===== config.mk =====
export PLATFORM = sky130hd
export DESIGN_NAME = load_store_unit
export DESIGN_NICKNAME = d
export VERILOG_FILES = /design/src/rtl/load_store_unit.sv
export SDC_FILE = /design/constraint.sdc
export NUM_CORES = 1
export LEC_CHECK = 0
export BUFFER_PORTS_ARGS = -buffer_cell sky130_fd_sc_hd__buf_2
export CORE_UTILIZATION = 44
export DETAILED_ROUTE_END_ITERATION = 8
export HOLD_SLACK_MARGIN = 0.05
export PLACE_DENSITY = 0.78
export RECOVER_POWER = 50
export SKIP_LAST_GASP = 1
export SYNTH_ARGS = -nofsm -noshare
export SYNTH_HDL_FRONTEND = slang
export SYNTH_SLANG_ARGS = --single-unit

===== constraint.sdc =====
create_clock -name clk -period 1.6 [get_ports clk]
set_input_delay 0.16 -clock clk [delete_from_list [all_inputs] [get_ports clk]]
set_output_delay 0.16 -clock clk [all_outputs]
set_load 0.01 [all_outputs]

===== src/rtl/load_store_unit.sv =====
// MEM-stage load/store initiator: req/ack data-memory access with lane
// steering, load extension, pipeline stall and fault/timeout reporting.
module load_store_unit #(
    parameter int unsigned TIMEOUT = 255
) (
    input  logic        clk,
    input  logic        reset,
    input  logic        ctrl_memRead_ex_mem,
    input  logic        ctrl_memWrite_ex_mem,
    input  logic [1:0]  ctrl_memSize_ex_mem,
    input  logic        ctrl_memSigned_ex_mem,
    input  logic [31:0] mem_address,
    input  logic [31:0] write_data_into_mem,
    output logic        stall,
    output logic [31:0] read_data_from_mem,
    output logic        read_valid,
    output logic        access_fault,
    output logic        mem_req,
    output logic        mem_we,
    output logic [29:0] mem_addr,
    output logic [3:0]  mem_be,
    output logic [31:0] mem_wdata,
    input  logic [31:0] mem_rdata,
    input  logic        mem_ack
);

    typedef enum logic [1:0] {IDLE, BUSY, DONE} state_t;

    localparam logic [7:0] LAST = 8'(TIMEOUT - 1);

    state_t      state_q, state_d;
    logic [7:0]  cnt_q, cnt_d;
    logic        req_q, req_d;
    logic        we_q, we_d;
    logic [29:0] addr_q, addr_d;
    logic [3:0]  be_q, be_d;
    logic [31:0] wdata_q, wdata_d;
    logic [1:0]  lo_q, lo_d;
    logic [1:0]  size_q, size_d;
    logic        sgn_q, sgn_d;
    logic [31:0] rdata_q, rdata_d;
    logic        rvalid_q, rvalid_d;
    logic        fault_q, fault_d;

    logic        op;
    logic        bad;
    logic [3:0]  be_n;
    logic [31:0] wd_n;
    logic [7:0]  lbyte;
    logic [15:0] lhalf;
    logic [31:0] ld_ext;

    always_comb begin
        op   = ctrl_memRead_ex_mem | ctrl_memWrite_ex_mem;
        bad  = (ctrl_memRead_ex_mem & ctrl_memWrite_ex_mem)
             | (ctrl_memSize_ex_mem == 2'b11)
             | ((ctrl_memSize_ex_mem == 2'b01) & mem_address[0])
             | ((ctrl_memSize_ex_mem == 2'b10) & (|mem_address[1:0]));
        be_n = 4'b1111;
        wd_n = write_data_into_mem;
        unique case (ctrl_memSize_ex_mem)
            2'b00: begin
                be_n = 4'b0001 << mem_address[1:0];
                wd_n = {4{write_data_into_mem[7:0]}};
            end
            2'b01: begin
                be_n = mem_address[1] ? 4'b1100 : 4'b0011;
                wd_n = {2{write_data_into_mem[15:0]}};
            end
            default: ;
        endcase
    end

    // Load lane selection uses the byte offset latched at request time.
    always_comb begin
        unique case (lo_q)
            2'd0:    lbyte = mem_rdata[7:0];
            2'd1:    lbyte = mem_rdata[15:8];
            2'd2:    lbyte = mem_rdata[23:16];
            default: lbyte = mem_rdata[31:24];
        endcase
        lhalf = lo_q[1] ? mem_rdata[31:16] : mem_rdata[15:0];
        unique case (size_q)
            2'b00:   ld_ext = {{24{sgn_q & lbyte[7]}}, lbyte};
            2'b01:   ld_ext = {{16{sgn_q & lhalf[15]}}, lhalf};
            default: ld_ext = mem_rdata;
        endcase
    end

    always_comb begin
        state_d  = state_q;
        cnt_d    = cnt_q;
        req_d    = req_q;
        we_d     = we_q;
        addr_d   = addr_q;
        be_d     = be_q;
        wdata_d  = wdata_q;
        lo_d     = lo_q;
        size_d   = size_q;
        sgn_d    = sgn_q;
        rdata_d  = rdata_q;
        rvalid_d = 1'b0;
        fault_d  = 1'b0;
        stall    = 1'b0;
        unique case (state_q)
            IDLE: begin
                if (op) begin
                    stall = 1'b1;
                    if (bad) begin
                        state_d = DONE;
                        fault_d = 1'b1;
                    end else begin
                        state_d = BUSY;
                        cnt_d   = 8'd0;
                        req_d   = 1'b1;
                        we_d    = ctrl_memWrite_ex_mem;
                        addr_d  = mem_address[31:2];
                        be_d    = be_n;
                        wdata_d = wd_n;
                        lo_d    = mem_address[1:0];
                        size_d  = ctrl_memSize_ex_mem;
                        sgn_d   = ctrl_memSigned_ex_mem;
                    end
                end
            end
            BUSY: begin
                stall = 1'b1;
                cnt_d = cnt_q + 8'd1;
                if (mem_ack) begin
                    state_d = DONE;
                    req_d   = 1'b0;
                    if (!we_q) begin
                        rdata_d  = ld_ext;
                        rvalid_d = 1'b1;
                    end
                end else if (cnt_q == LAST) begin
                    state_d = DONE;
                    req_d   = 1'b0;
                    fault_d = 1'b1;
                end
            end
            DONE:    state_d = IDLE;
            default: state_d = IDLE;
        endcase
    end

    always_ff @(posedge clk) begin
        if (reset) begin
            state_q  <= IDLE;
            cnt_q    <= 8'd0;
            req_q    <= 1'b0;
            we_q     <= 1'b0;
            addr_q   <= 30'd0;
            be_q     <= 4'd0;
            wdata_q  <= 32'd0;
            lo_q     <= 2'd0;
            size_q   <= 2'd0;
            sgn_q    <= 1'b0;
            rdata_q  <= 32'd0;
            rvalid_q <= 1'b0;
            fault_q  <= 1'b0;
        end else begin
            state_q  <= state_d;
            cnt_q    <= cnt_d;
            req_q    <= req_d;
            we_q     <= we_d;
            addr_q   <= addr_d;
            be_q     <= be_d;
            wdata_q  <= wdata_d;
            lo_q     <= lo_d;
            size_q   <= size_d;
            sgn_q    <= sgn_d;
            rdata_q  <= rdata_d;
            rvalid_q <= rvalid_d;
            fault_q  <= fault_d;
        end
    end

    assign read_data_from_mem = rdata_q;
    assign read_valid         = rvalid_q;
    assign access_fault       = fault_q;
    assign mem_req            = req_q;
    assign mem_we             = we_q;
    assign mem_addr           = addr_q;
    assign mem_be             = be_q;
    assign mem_wdata          = wdata_q;

endmodule


== Word level (Yosys, flattened, before mapping) ==
Cells that the tools add are included.

* Flip-flop bits (word level): 117
* Input port bits: 104
* Output and inout bits: 103
* Word-level logic and storage cells: 78

* Add/sub/neg operators: 1
* Equal/unequal tests: 11
* Shift operators: 1
* Mux-type cells: 27
* Bitwise operators: 13
* Reduce and logical (&&, ||, !) cells: 12

{| class="wikitable"
|+ Operators by type and width
! kind !! number
|-
| $pmux 32 s2 || 2
|-
| $pmux 8 s3 || 1
|-
| $mux 16 || 1
|-
| $mux 8 || 2
|-
| $pmux 8 s2 || 1
|-
| $mux 1 || 10
|-
| $reduce_and 3->1 || 3
|-
| $add 8x1->8 const B || 1
|-
| $eq 2x1->1 const B || 4
|-
| $eq 8x8->1 const B || 1
|-
| $logic_not 2->1 || 4
|-
| $mux 2 || 4
|-
| $pmux 4 s2 || 1
|-
| $eq 2x2->1 const B || 3
|-
| $pmux 1 s2 || 3
|-
| $and 1x1->1 || 5
|-
| $mux 4 || 1
|-
| $ne 2x2->1 const B || 2
|-
| $not 1->1 || 4
|-
| $or 1x1->1 || 4
|-
| $pmux 2 s2 || 1
|-
| $reduce_and 4->1 || 1
|-
| $shl 1x2->4 const A || 1
|-
| $ne 3x3->1 const B || 1
|-
| 4 further kinds || 4
|}

== Depth between registers and ports, before layout ==
* Depth after elaboration: 7
* Depth in mapped cells: 7

== Worst setup path before layout ==
No wires, ideal clock.

* Path kind: register -> register
* Start: register lo_q[1]
* End: register rdata_q[21], in the netlist read_data_from_mem[21]
* Library setup time: 132 ps
* Data arrival time: 1620 ps
* Setup slack: -152 ps
* Stages on the path, launching flop included: 7
* Path buffers: 2
* Clock period less this slack: 1752 ps
* Path through: dfxtp_1 -> buf_2 -> mux2i_1 -> mux2i_1 -> a31oi_1 -> clkbuf_1 -> a21oi_1

* Cells in the longest elaborated chain, start to end: 4

{| class="wikitable"
|+ RTL lines
! element !! line !! source
|-
| from (decl) || 38 || <nowiki>logic [1:0] lo_q, lo_d;</nowiki>
|-
| from (signal assigned) || 170 || <nowiki>lo_q <= lo_d;</nowiki>
|-
| $eq 2x2->1, or another cell as far along || 76 || <nowiki>unique case (lo_q)</nowiki>
|-
| $pmux 8 s3 || 76 ||
|-
| $and 1x1->1 || 84 || <nowiki>2'b00: ld_ext = {{24{sgn_q & lbyte[7]}}, lbyte};</nowiki>
|-
| $pmux 32 s2 * || 83 || <nowiki>unique case (size_q)</nowiki>
|-
| to (signal assigned) || 173 || <nowiki>rdata_q <= rdata_d;</nowiki>
|-
| to (decl) || 41 || <nowiki>logic [31:0] rdata_q, rdata_d;</nowiki>
|}

Every way passes the cells marked *; elsewhere a longest branch is shown, timed or not.
A chain may end at the register's enable or synchronous reset.

== Final worst setup path ==
* Start: register state_q[1]
* End: register wdata_q[28], in the netlist mem_wdata[28]

* Cells in the longest elaborated chain, start to end: 2

{| class="wikitable"
|+ RTL lines
! element !! line !! source
|-
| from (decl) || 31 || <nowiki>state_t state_q, state_d;</nowiki>
|-
| from (signal assigned) || 163 || <nowiki>state_q <= state_d;</nowiki>
|-
| $logic_not 2->1 || 105 || <nowiki>unique case (state_q)</nowiki>
|-
| $reduce_and 3->1 (no line) || n/a ||
|-
| to (signal assigned) || 169 || <nowiki>wdata_q <= wdata_d;</nowiki>
|-
| to (decl) || 37 || <nowiki>logic [31:0] wdata_q, wdata_d;</nowiki>
|}

Every way passes these cells.

==> run metrics <==
Worst Hold Class=in2reg; CP arrival=around 1.9 ns; total track usage=between 20% and 30%; number of flops mapped to enable cells by yosys=0; cell taking the most area after synthesis=dfxtp_1; Setup CP Type=reg2reg; status=finished clean; clock skew=around 0.0080 ns; worst hold slack=around 0.074 ns; PwrDens=1086 mW/mm2; ranking of synthesized cells by area=dfxtp_1 45%, nand2_1 10%, a21oi_1 10%; clk_lat worst skew=0.41 ns; async set-reset flop share out of synthesis=0%; DRT antenna net count=0; clk buf depth=2; DR pass1 iterations=5; largest net degree at the start of global routing=56; fin area=~0.0079 mm2; Fmax=~640 MHz; layout cell share with drive strength beyond 1=between 20% and 30%; synthesized area=between 0.005 and 0.006 mm2; count leader, synth=nand2_1; TritonCTS buffer count=17; first-pass GRT wire length=around 28000 um; Syn Inst Count=635; Ports=roughly 210; Period Utilization, post-route=97.81%; startpoint types=register; pins over their slew limit=0; register area share after synthesis=a little under half; worst-margin pin slew=0.6277 ns; vias in the first global route=5769; Synth top cells by count=139 x nand2_1, 117 x dfxtp_1, 104 x a21oi_1; Yosys reg bits=about 120; placed standard-cell area=0.006651 mm2; Area Overhead vs Synth=52.98%; initial antenna violation count=0; # port buffers=~200; P_leak=around 3.2 nW; RePlAce Congestion=0.8576; Syn Area/Cell=8.159 um2; final wirelength=between 15000 and 20000 um; Vias/cell=roughly 5.4; largest fanout on the critical path=6; CTS tree=done; Worst slew margin=58.15%; drc violations=0; critical path required time=about 1.9 ns; Synth top area share=45.21%; Ant. Diodes=0; Ys Warns=0; kind of end point of the critical path=register; core area=0.01147 mm2; clk slew on worst S/H paths=0.06 ns; Synth Flop Type=dfxtp_1; detailed placement HPWL=around 11000 um; Initial Utilization=45.18%; max cap viols=0; syn nets=about 740; Place WS=-0.2398 ns; synth unique cells=between 40 and 50; nets=1049; crit path setup slack, layout=approximately 0.035 ns; clock sinks=roughly 120; peak supply drop=roughly 0.00085 V; post-layout utilization of the core=around 69%; Die W=about 110 um; gr ovfl total=0; Vias=5944; Final setup viols=0; Fillers=911; die area=0.01221 mm2; Die Height=between 100 and 150 um; WL per Instance=16.17 um; Fin. Hold Viols=0; H-tree levels=4; row cnt=39; 1st-iter DRT viols=between 400 and 500; Final min period=between 1.5 and 2 ns; root buffer cell=clkbuf_16
-- critical path: stages, from the launching register on --
cell	delay [ns]
dfxtp_2	0.34
buf_4	0.15
a2111oi_4	0.17
buf_4	0.20
buf_12	0.14
buf_4	0.14
o211ai_1	0.11
a21oi_1	0.22
-- area by class of cell --
cell class                      instances  area (um2)  share of cell area, %
Tap cell                              143       178.9                  2.257
Sequential cell                       117        2349                  29.63
Timing Repair Buffer                  339        2155                  27.18
Clock inverter                          9       122.6                  1.547
Inverter                                8       30.03                 0.3788
Clock buffer                           23       498.0                  6.283
Multi-Input combinational cell        460        2594                  32.72
-- registers in the layout (all words and copies together), names as in the netlist, 2 cells and up --
name and count:
lo_q 2, size_q 2, cnt_q 8, mem_addr 30, state_q 2, mem_be 4, mem_wdata 32, read_data_from_mem 32
-- power by group --
group / internal (mW) / switching (mW) / total [mW]
registers: 3.10 / 0.117 / 3.21
clock network: 2.64 / 1.32 / 3.96
logic: 0.656 / 0.778 / 1.43
-- path summary, 6_finish.rpt --
path / endpoint / start / slack, ns / depth (start not counted)
hold / removal: read_data_from_mem[21] / mem_rdata[21] / 0.07 / 3
setup reg to reg: mem_wdata[28] / state_q[1] / 0.04 / 7
hold reg to reg: mem_wdata[31] / mem_wdata[31] / 0.45 / 2
setup / recovery: mem_wdata[28] / state_q[1] / 0.04 / 7
-- layout by cell type (no fill, tap or decap), drive strengths merged, types with 2 or more instances in the layout --
cell / netlist / final
a2111oi: 4 / 4
a211oi: 12 / 12
a21o: 3 / 3
a21oi: 104 / 104
a22o: 7 / 7
a22oi: 7 / 7
a311oi: 10 / 10
a31oi: 2 / 2
and3: 6 / 6
buf: 17 / 163
bufinv: 0 / 3
clkbuf: 33 / 128
clkinv: 2 / 7
dfxtp: 117 / 117
dlygate4sd3: 0 / 71
ha: 2 / 2
inv: 6 / 6
mux2i: 32 / 32
nand2: 139 / 139
nand2b: 3 / 3
nand3: 6 / 6
nor2: 36 / 36
nor2b: 3 / 3
nor3: 3 / 3
nor3b: 2 / 2
o211ai: 9 / 9
o21ai: 50 / 50
or3: 5 / 5
-- stage by stage --
step	power [mW]	std cells	TNS [ns]
floorplan	3.956	635	-0.8654
global placement	4.510	990	-10.67
detailed placement	4.530	990	-13.90
CTS	8.612	1092	0
global route	8.939	1099	-0.02550
finish	8.611	1099	0
-- metal layers --
layer | up-vias | share of wire [%] | GRT usage (%) | wire (um)
li1 | 2851 | - | - | -
met3 | 50 | 7.5 | 8.836 | 1328
met5 | - | 0 | 0 | 0
met4 | 0 | 3.3 | 12.71 | 589
met1 | 2750 | 41 | 33.18 | 7207
met2 | 293 | 49 | 49.15 | 8649
-- cell families after synthesis --
family	count (synthesis)	share of synthesized area, %
xor+xnor	2	0.3381
buf+inv	58	5.216
simple gates	208	16.76
compound gates	215	25.38
mux	33	6.617
flops	117	45.21
fa+ha+maj	2	0.4829
-- timing repair --
action                     CTS  global route
hold endpoints to repair    70             1
buffers inserted             0             5
setup endpoints to repair   16            25
pin swaps                    0             2
resized for setup            2             5
gates cloned                 0             1
hold buffers                70             1
No activity file was read; power rests on OpenSTA's default activity.
